===== src/rtl/uart_tx_arbiter.sv =====
// Round-robin arbiter that shares one uart_tx between NUM_REQ byte producers, locking the grant per packet.
// Optional HOLD stall timeout is built only when UART_TX_ARB_TIMEOUT_EN is defined.
module uart_tx_arbiter #(
  parameter int NUM_REQ      = 2,
  parameter int HOLD_TIMEOUT = 255
) (
  input  logic                 clk,
  input  logic                 rst,
  input  logic [NUM_REQ-1:0]   req,
  input  logic [NUM_REQ-1:0]   last,
  input  logic [8*NUM_REQ-1:0] data,
  output logic [NUM_REQ-1:0]   ack,
  output logic [NUM_REQ-1:0]   grant,
  output logic                 send_trig,
  output logic [7:0]           send_data,
  input  logic                 tx_bsy,
  output logic                 busy
);

  localparam int PTR_W = (NUM_REQ > 1) ? $clog2(NUM_REQ) : 1;

  if (NUM_REQ < 1 || NUM_REQ > 8 || HOLD_TIMEOUT < 1) begin : g_bad_params
    $error("uart_tx_arbiter: NUM_REQ must be 1..8 and HOLD_TIMEOUT at least 1");
  end

  typedef enum logic [1:0] {ARB, WAIT_HI, WAIT_LO, HOLD} state_t;

  state_t             state, state_n;
  logic [PTR_W-1:0]   rr_ptr, rr_ptr_n;
  logic [PTR_W-1:0]   owner, owner_n;
  logic               lock, lock_n;
  logic [NUM_REQ-1:0] grant_n, ack_n;
  logic               send_trig_n;
  logic [7:0]         send_data_n;

  logic [PTR_W-1:0]   win_idx, scan, sel;
  logic               win_found, issue;
  logic [NUM_REQ-1:0] sel_oh;
  logic [7:0]         sel_data;

`ifdef UART_TX_ARB_TIMEOUT_EN
  localparam int TO_RAW = $clog2(HOLD_TIMEOUT + 1);
  localparam int TO_W   = (TO_RAW < 8) ? 8 : ((TO_RAW > 16) ? 16 : TO_RAW);
  logic [TO_W-1:0] to_cnt, to_cnt_n;
`endif

  // Pointer increment that wraps at NUM_REQ rather than at the next power of two.
  function automatic logic [PTR_W-1:0] wrap_inc(input logic [PTR_W-1:0] p);
    if (int'(p) >= NUM_REQ - 1) return '0;
    return p + PTR_W'(1);
  endfunction

  always_comb begin
    win_found = 1'b0;
    win_idx   = rr_ptr;
    scan      = rr_ptr;
    for (int i = 0; i < NUM_REQ; i++) begin
      if (!win_found && req[scan]) begin
        win_found = 1'b1;
        win_idx   = scan;
      end
      scan = wrap_inc(scan);
    end
  end

  // Inside a locked packet only the owner may send; otherwise the round-robin winner.
  assign sel    = (state == HOLD) ? owner : win_idx;
  assign issue  = ((state == ARB) && win_found) || ((state == HOLD) && req[owner]);
  assign sel_oh = NUM_REQ'(1) << sel;

  always_comb begin
    sel_data = 8'h00;
    for (int i = 0; i < NUM_REQ; i++) begin
      if (sel == PTR_W'(i)) sel_data = data[8*i +: 8];
    end
  end

  always_comb begin
    // NOTE: every variable gets its default before the case, so no path can infer a latch.
    state_n     = state;
    rr_ptr_n    = rr_ptr;
    owner_n     = owner;
    lock_n      = lock;
    grant_n     = grant;
    ack_n       = '0;
    send_trig_n = 1'b0;
    send_data_n = send_data;
`ifdef UART_TX_ARB_TIMEOUT_EN
    to_cnt_n    = to_cnt;
`endif

    unique case (state)
      ARB, HOLD: begin
        if (issue) begin
          state_n     = WAIT_HI;
          owner_n     = sel;
          grant_n     = sel_oh;
          ack_n       = sel_oh;
          send_trig_n = 1'b1;
          send_data_n = sel_data;
          lock_n      = ~last[sel];
        end
`ifdef UART_TX_ARB_TIMEOUT_EN
        else if (state == HOLD) begin
          if (to_cnt == TO_W'(HOLD_TIMEOUT - 1)) begin
            lock_n   = 1'b0;
            grant_n  = '0;
            rr_ptr_n = wrap_inc(owner);
            to_cnt_n = '0;
            state_n  = ARB;
          end else begin
            to_cnt_n = to_cnt + TO_W'(1);
          end
        end
`endif
      end
      WAIT_HI: begin
        if (tx_bsy) state_n = WAIT_LO;
      end
      WAIT_LO: begin
        if (!tx_bsy) begin
          if (lock) begin
            state_n = HOLD;
`ifdef UART_TX_ARB_TIMEOUT_EN
            to_cnt_n = '0;
`endif
          end else begin
            grant_n  = '0;
            rr_ptr_n = wrap_inc(owner);
            state_n  = ARB;
          end
        end
      end
      default: state_n = ARB;
    endcase
  end

  always_ff @(posedge clk) begin
    // NOTE: non-blocking assignments keep every register update order-independent.
    if (rst) begin
      state     <= ARB;
      rr_ptr    <= '0;
      owner     <= '0;
      lock      <= 1'b0;
      grant     <= '0;
      ack       <= '0;
      send_trig <= 1'b0;
      send_data <= 8'h00;
`ifdef UART_TX_ARB_TIMEOUT_EN
      to_cnt    <= '0;
`endif
    end else begin
      state     <= state_n;
      rr_ptr    <= rr_ptr_n;
      owner     <= owner_n;
      lock      <= lock_n;
      grant     <= grant_n;
      ack       <= ack_n;
      send_trig <= send_trig_n;
      send_data <= send_data_n;
`ifdef UART_TX_ARB_TIMEOUT_EN
      to_cnt    <= to_cnt_n;
`endif
    end
  end

  assign busy = (state != ARB);

endmodule


===== config.mk =====
export PLATFORM = sky130hd
export DESIGN_NAME = uart_tx_arbiter
export DESIGN_NICKNAME = d
export VERILOG_FILES = /design/src/rtl/uart_tx_arbiter.sv
export SDC_FILE = /design/constraint.sdc
export NUM_CORES = 1
export LEC_CHECK = 0
export ABC_AREA = 1
export CAP_MARGIN = 10
export CORE_MARGIN = 1.5
export CORE_UTILIZATION = 30
export CTS_CLUSTER_SIZE = 14
export DETAILED_ROUTE_END_ITERATION = 10
export PLACE_DENSITY = 0.62
export SYNTH_ARGS = -nofsm -noshare
export SYNTH_HDL_FRONTEND = slang
export SYNTH_SLANG_ARGS = --single-unit

===== constraint.sdc =====
create_clock -name clk -period 1.6 [get_ports clk]
set_input_delay 0.24 -clock clk [delete_from_list [all_inputs] [get_ports clk]]
set_output_delay 0.24 -clock clk [all_outputs]
set_load 0.02 [all_outputs]

==> results of run 1 <==
## path summary, 6_finish.rpt
path | startpoint | end | slack (ns) | cells after the start
min | rr_ptr | rr_ptr | 0.47 | 2
max | send_data[2] | send_data[2] | 0.09 | 1
max reg2reg | state[1] | send_data[7] | 0.16 | 8
min reg2reg | rr_ptr | rr_ptr | 0.47 | 2
## sequential cells by signal, summed over array words and instances (netlist names)
register   cells
grant          2
send_data      8
send_trig      1
lock           1
rr_ptr         1
ack            2
owner          1
state          2
## layer usage
layer  vias up  share of wire (%)
met5         -                  0
met3         2                4.4
met2        32                 46
met1       449                 49
met4         0                1.2
li1        534                  -
## layout by cell type, fill, tap and decap left out
cell,netlist,final
a21oi_1,5,5
buf_12,1,1
buf_4,1,7
clkbuf_2,0,1
clkbuf_4,0,3
clkbuf_8,0,1
clkdlybuf4s50_1,0,35
dfxtp_1,18,17
dfxtp_2,0,1
ha_1,4,4
inv_1,27,27
inv_2,2,2
nand2_1,42,42
nand2_2,3,3
nand2_4,1,1
nand3_1,15,14
nand3_2,10,11
nand4_1,1,1
nor2_1,5,5
nor2_8,1,1
o21ai_0,5,5
o21ai_1,2,2
## cell type report
type | count | area (um2) | share of cell area, %
Clock buffer | 4 | 36.28 | 2.395
Inverter | 29 | 108.9 | 7.184
Timing Repair Buffer | 44 | 427.9 | 28.24
Multi-Input combinational cell | 94 | 523.0 | 34.52
Tap cell | 46 | 57.56 | 3.799
Sequential cell | 18 | 361.6 | 23.86
## stage by stage
| step | hold WS (ns) | instance area [um2] | setup TNS (ns) | power (mW) |
|---|---|---|---|---|
| floorplan | 0.3091 | 1041 | 0 | 1.702 |
| global placement | 0.4458 | 1478 | 0 | 2.205 |
| detailed placement | 0.4549 | 1478 | -0.07504 | 2.225 |
| CTS | 0.4728 | 1514 | 0 | 2.508 |
| global route | 0.4910 | 1515 | 0 | 2.693 |
| finish | 0.4715 | 1515 | 0 | 2.499 |
## timing repair
action | 4_1_cts | 5_1_grt
hold buffers | 0 | 0
resized for setup | 2 | 3
pin swaps | 0 | 0
endpoints found under the setup margin | 1 | 5
## logic make-up after synthesis
logic type,count (synthesis),share of synthesized area [%]
flops,18,34.62
compound gates,12,5.769
buf+inv,34,15.63
simple gates,78,39.18
fa+ha+maj,4,4.808
## worst min-delay path: stages, from the launching register on
cell     delay, ns
dfxtp_1       0.31
inv_1         0.06
a21oi_1       0.06
## power groups by stage
stage                     Sequential (mW)  Combinational, mW  Clock (mW)
after global routing                0.759               1.63       0.307
final                               0.733               1.48       0.285
after CTS                           0.734               1.48       0.293
after global placement              0.737               1.47           0
after detailed placement            0.744               1.48           0
after floorplan                     0.889              0.813           0
==> metrics.md, run 1 <==
| Metric | Value |
|---|---|
| Die H | 61.91 um |
| Top Ports | 37 |
| Crit Path Category | reg -> out |
| CTS tree | built |
| GR Util met3 | 2.692% |
| Fmax | 662.3 MHz |
| Int Pwr | 1.408 mW |
| Global route hottest layer | met2 |
| Final Skew | 0.001055 ns |
| Clk sinks | 18 |
| Top cells by area, synth | dfxtp_1, nand2_1, inv_1 |
| Status | finished clean |
| Post-CTS setup buffers | 0 |
| Worst-Margin Slew | 0.3560 ns |
| Register bit count reported by yosys | 18 |
| Clock Latency Late Sink | 0.29 ns |
| Final Non-Filler Cells | 235 |
| Vias per cell | 4.328 |
| Syn Area/Cell | 7.130 um2 |
| Clk pwr share | 11.4% |
| Max VDD drop | 0.6833 mV |
| Slowest stage delay, CP | 0.61 ns |
| Crit path launch type | flip-flop |
| Critical path's slowest cell | clkdlybuf4s50_1 |
| CTS root buf | clkbuf_4 |
| H-Tree Depth | 1 |
| Core ar. | 0.003337 mm2 |
| Fin worst setup slack | 0.09011 ns |
| Commonest cells post-synth | nand2_1, inv_1, dfxtp_1 |
| Syn-to-layout area delta | 45.55% |
| Critical path's top delay family | buffers and inverters |
| CP Capture Type | primary output |
| Drt first pass iters | 4 |
| Yosys warning count | 0 |
| Top cell type's share of synthesized area | 34.62% |
| Routed Wire Length | 2.331 mm |
| Initial antenna violation count | 0 |
| Grt met2 use | 20.30% |
| Req. time, crit path | 1.36 ns |
| Number of flops mapped to enable cells by yosys | 0 |
| Port bufs | 36 |
| Fillers | 345 |
| Seq/Total Area, Yosys | 34.62% |
| Main synth FF type | dfxtp_1 |
| Inst Count DP | 231 |
| Data arrival, critical path | 1.27 ns |
| WL/cell | 9.919 um |
| Seq pwr share | 29.3% |
| Met1 GRT Util | 15.28% |
| Number of global-route vias before repair | 846 |
| Worst-path cell chain | clkdlybuf4s50_1 |
| Post-route ant nets | 0 |
| Final hold violations | 0 |
| Unrepaired setup endpoints after global routing | false |
| Leakage | 0.7441 nW |
| ANT cells | 0 |
| Total CTS buffers | 3 |
| Final min period | 1.510 ns |
| Post-synthesis instance area | 0.001041 mm2 |
| Nets | 217 |
| Clk slew on worst S/H paths | 0.11 ns |
| Remaining DRCs | 0 |
| Netlist cell types | 19 |
| Hpwl dp | 1.833 mm |
| Post-Synthesis Net Count | 173 |
| Post-synth ARST share | 0% |
| Total GRT Usage | 12.27% |
| Starting DRT DRC Count | 27 |
| Critical-path maximum fanout | 2 |
| DIE WIDTH | 61.91 um |
| Switching power total | 1.091 mW |
| Total count of max-transition violations in the final report | 0 |
| Fin crit share | 94.37% |
| Cells after synthesis | 146 |
| Row Count | 21 |
| Fin util | 45.41% |
| Largest net degree at the start of global routing | 12 |
| Place WS | -0.01633 ns |
| Power density cells | 1649 mW/mm2 |
| First-pass GRT wire length | 3.491 mm |
| Max Cap Viol | 0 |
| Count of final setup violators | 0 |
| Via Count | 1017 |
| Post-synth top area cell | dfxtp_1 |
| Final RePlAce weighted congestion | 0.7651 |
| Starting Density | 31.20% |
| Slew margin rel. | 76.01% |
| Layout cells sized above 1 | 16.93% |
| Grt total ovfl | 0 |
| Most numerous cell in the Yosys netlist | nand2_1 |
| Clock tree buffer depth | 2 |
| Switching share of power | 43.65% |
| Die area | 0.003832 mm2 |
| WP buf/inv | 1 |
| Worst Hold Class | reg -> reg |
| Combinational Power Share | 59.2% |
Power figures use the tool's default switching activity.
==> inputs of run 2 (changes only) <==
Settings changed: CAP_MARGIN 10 to 20.
==> results of run 2 <==
Final layout, timing and power as in run 1 (identical DEF).
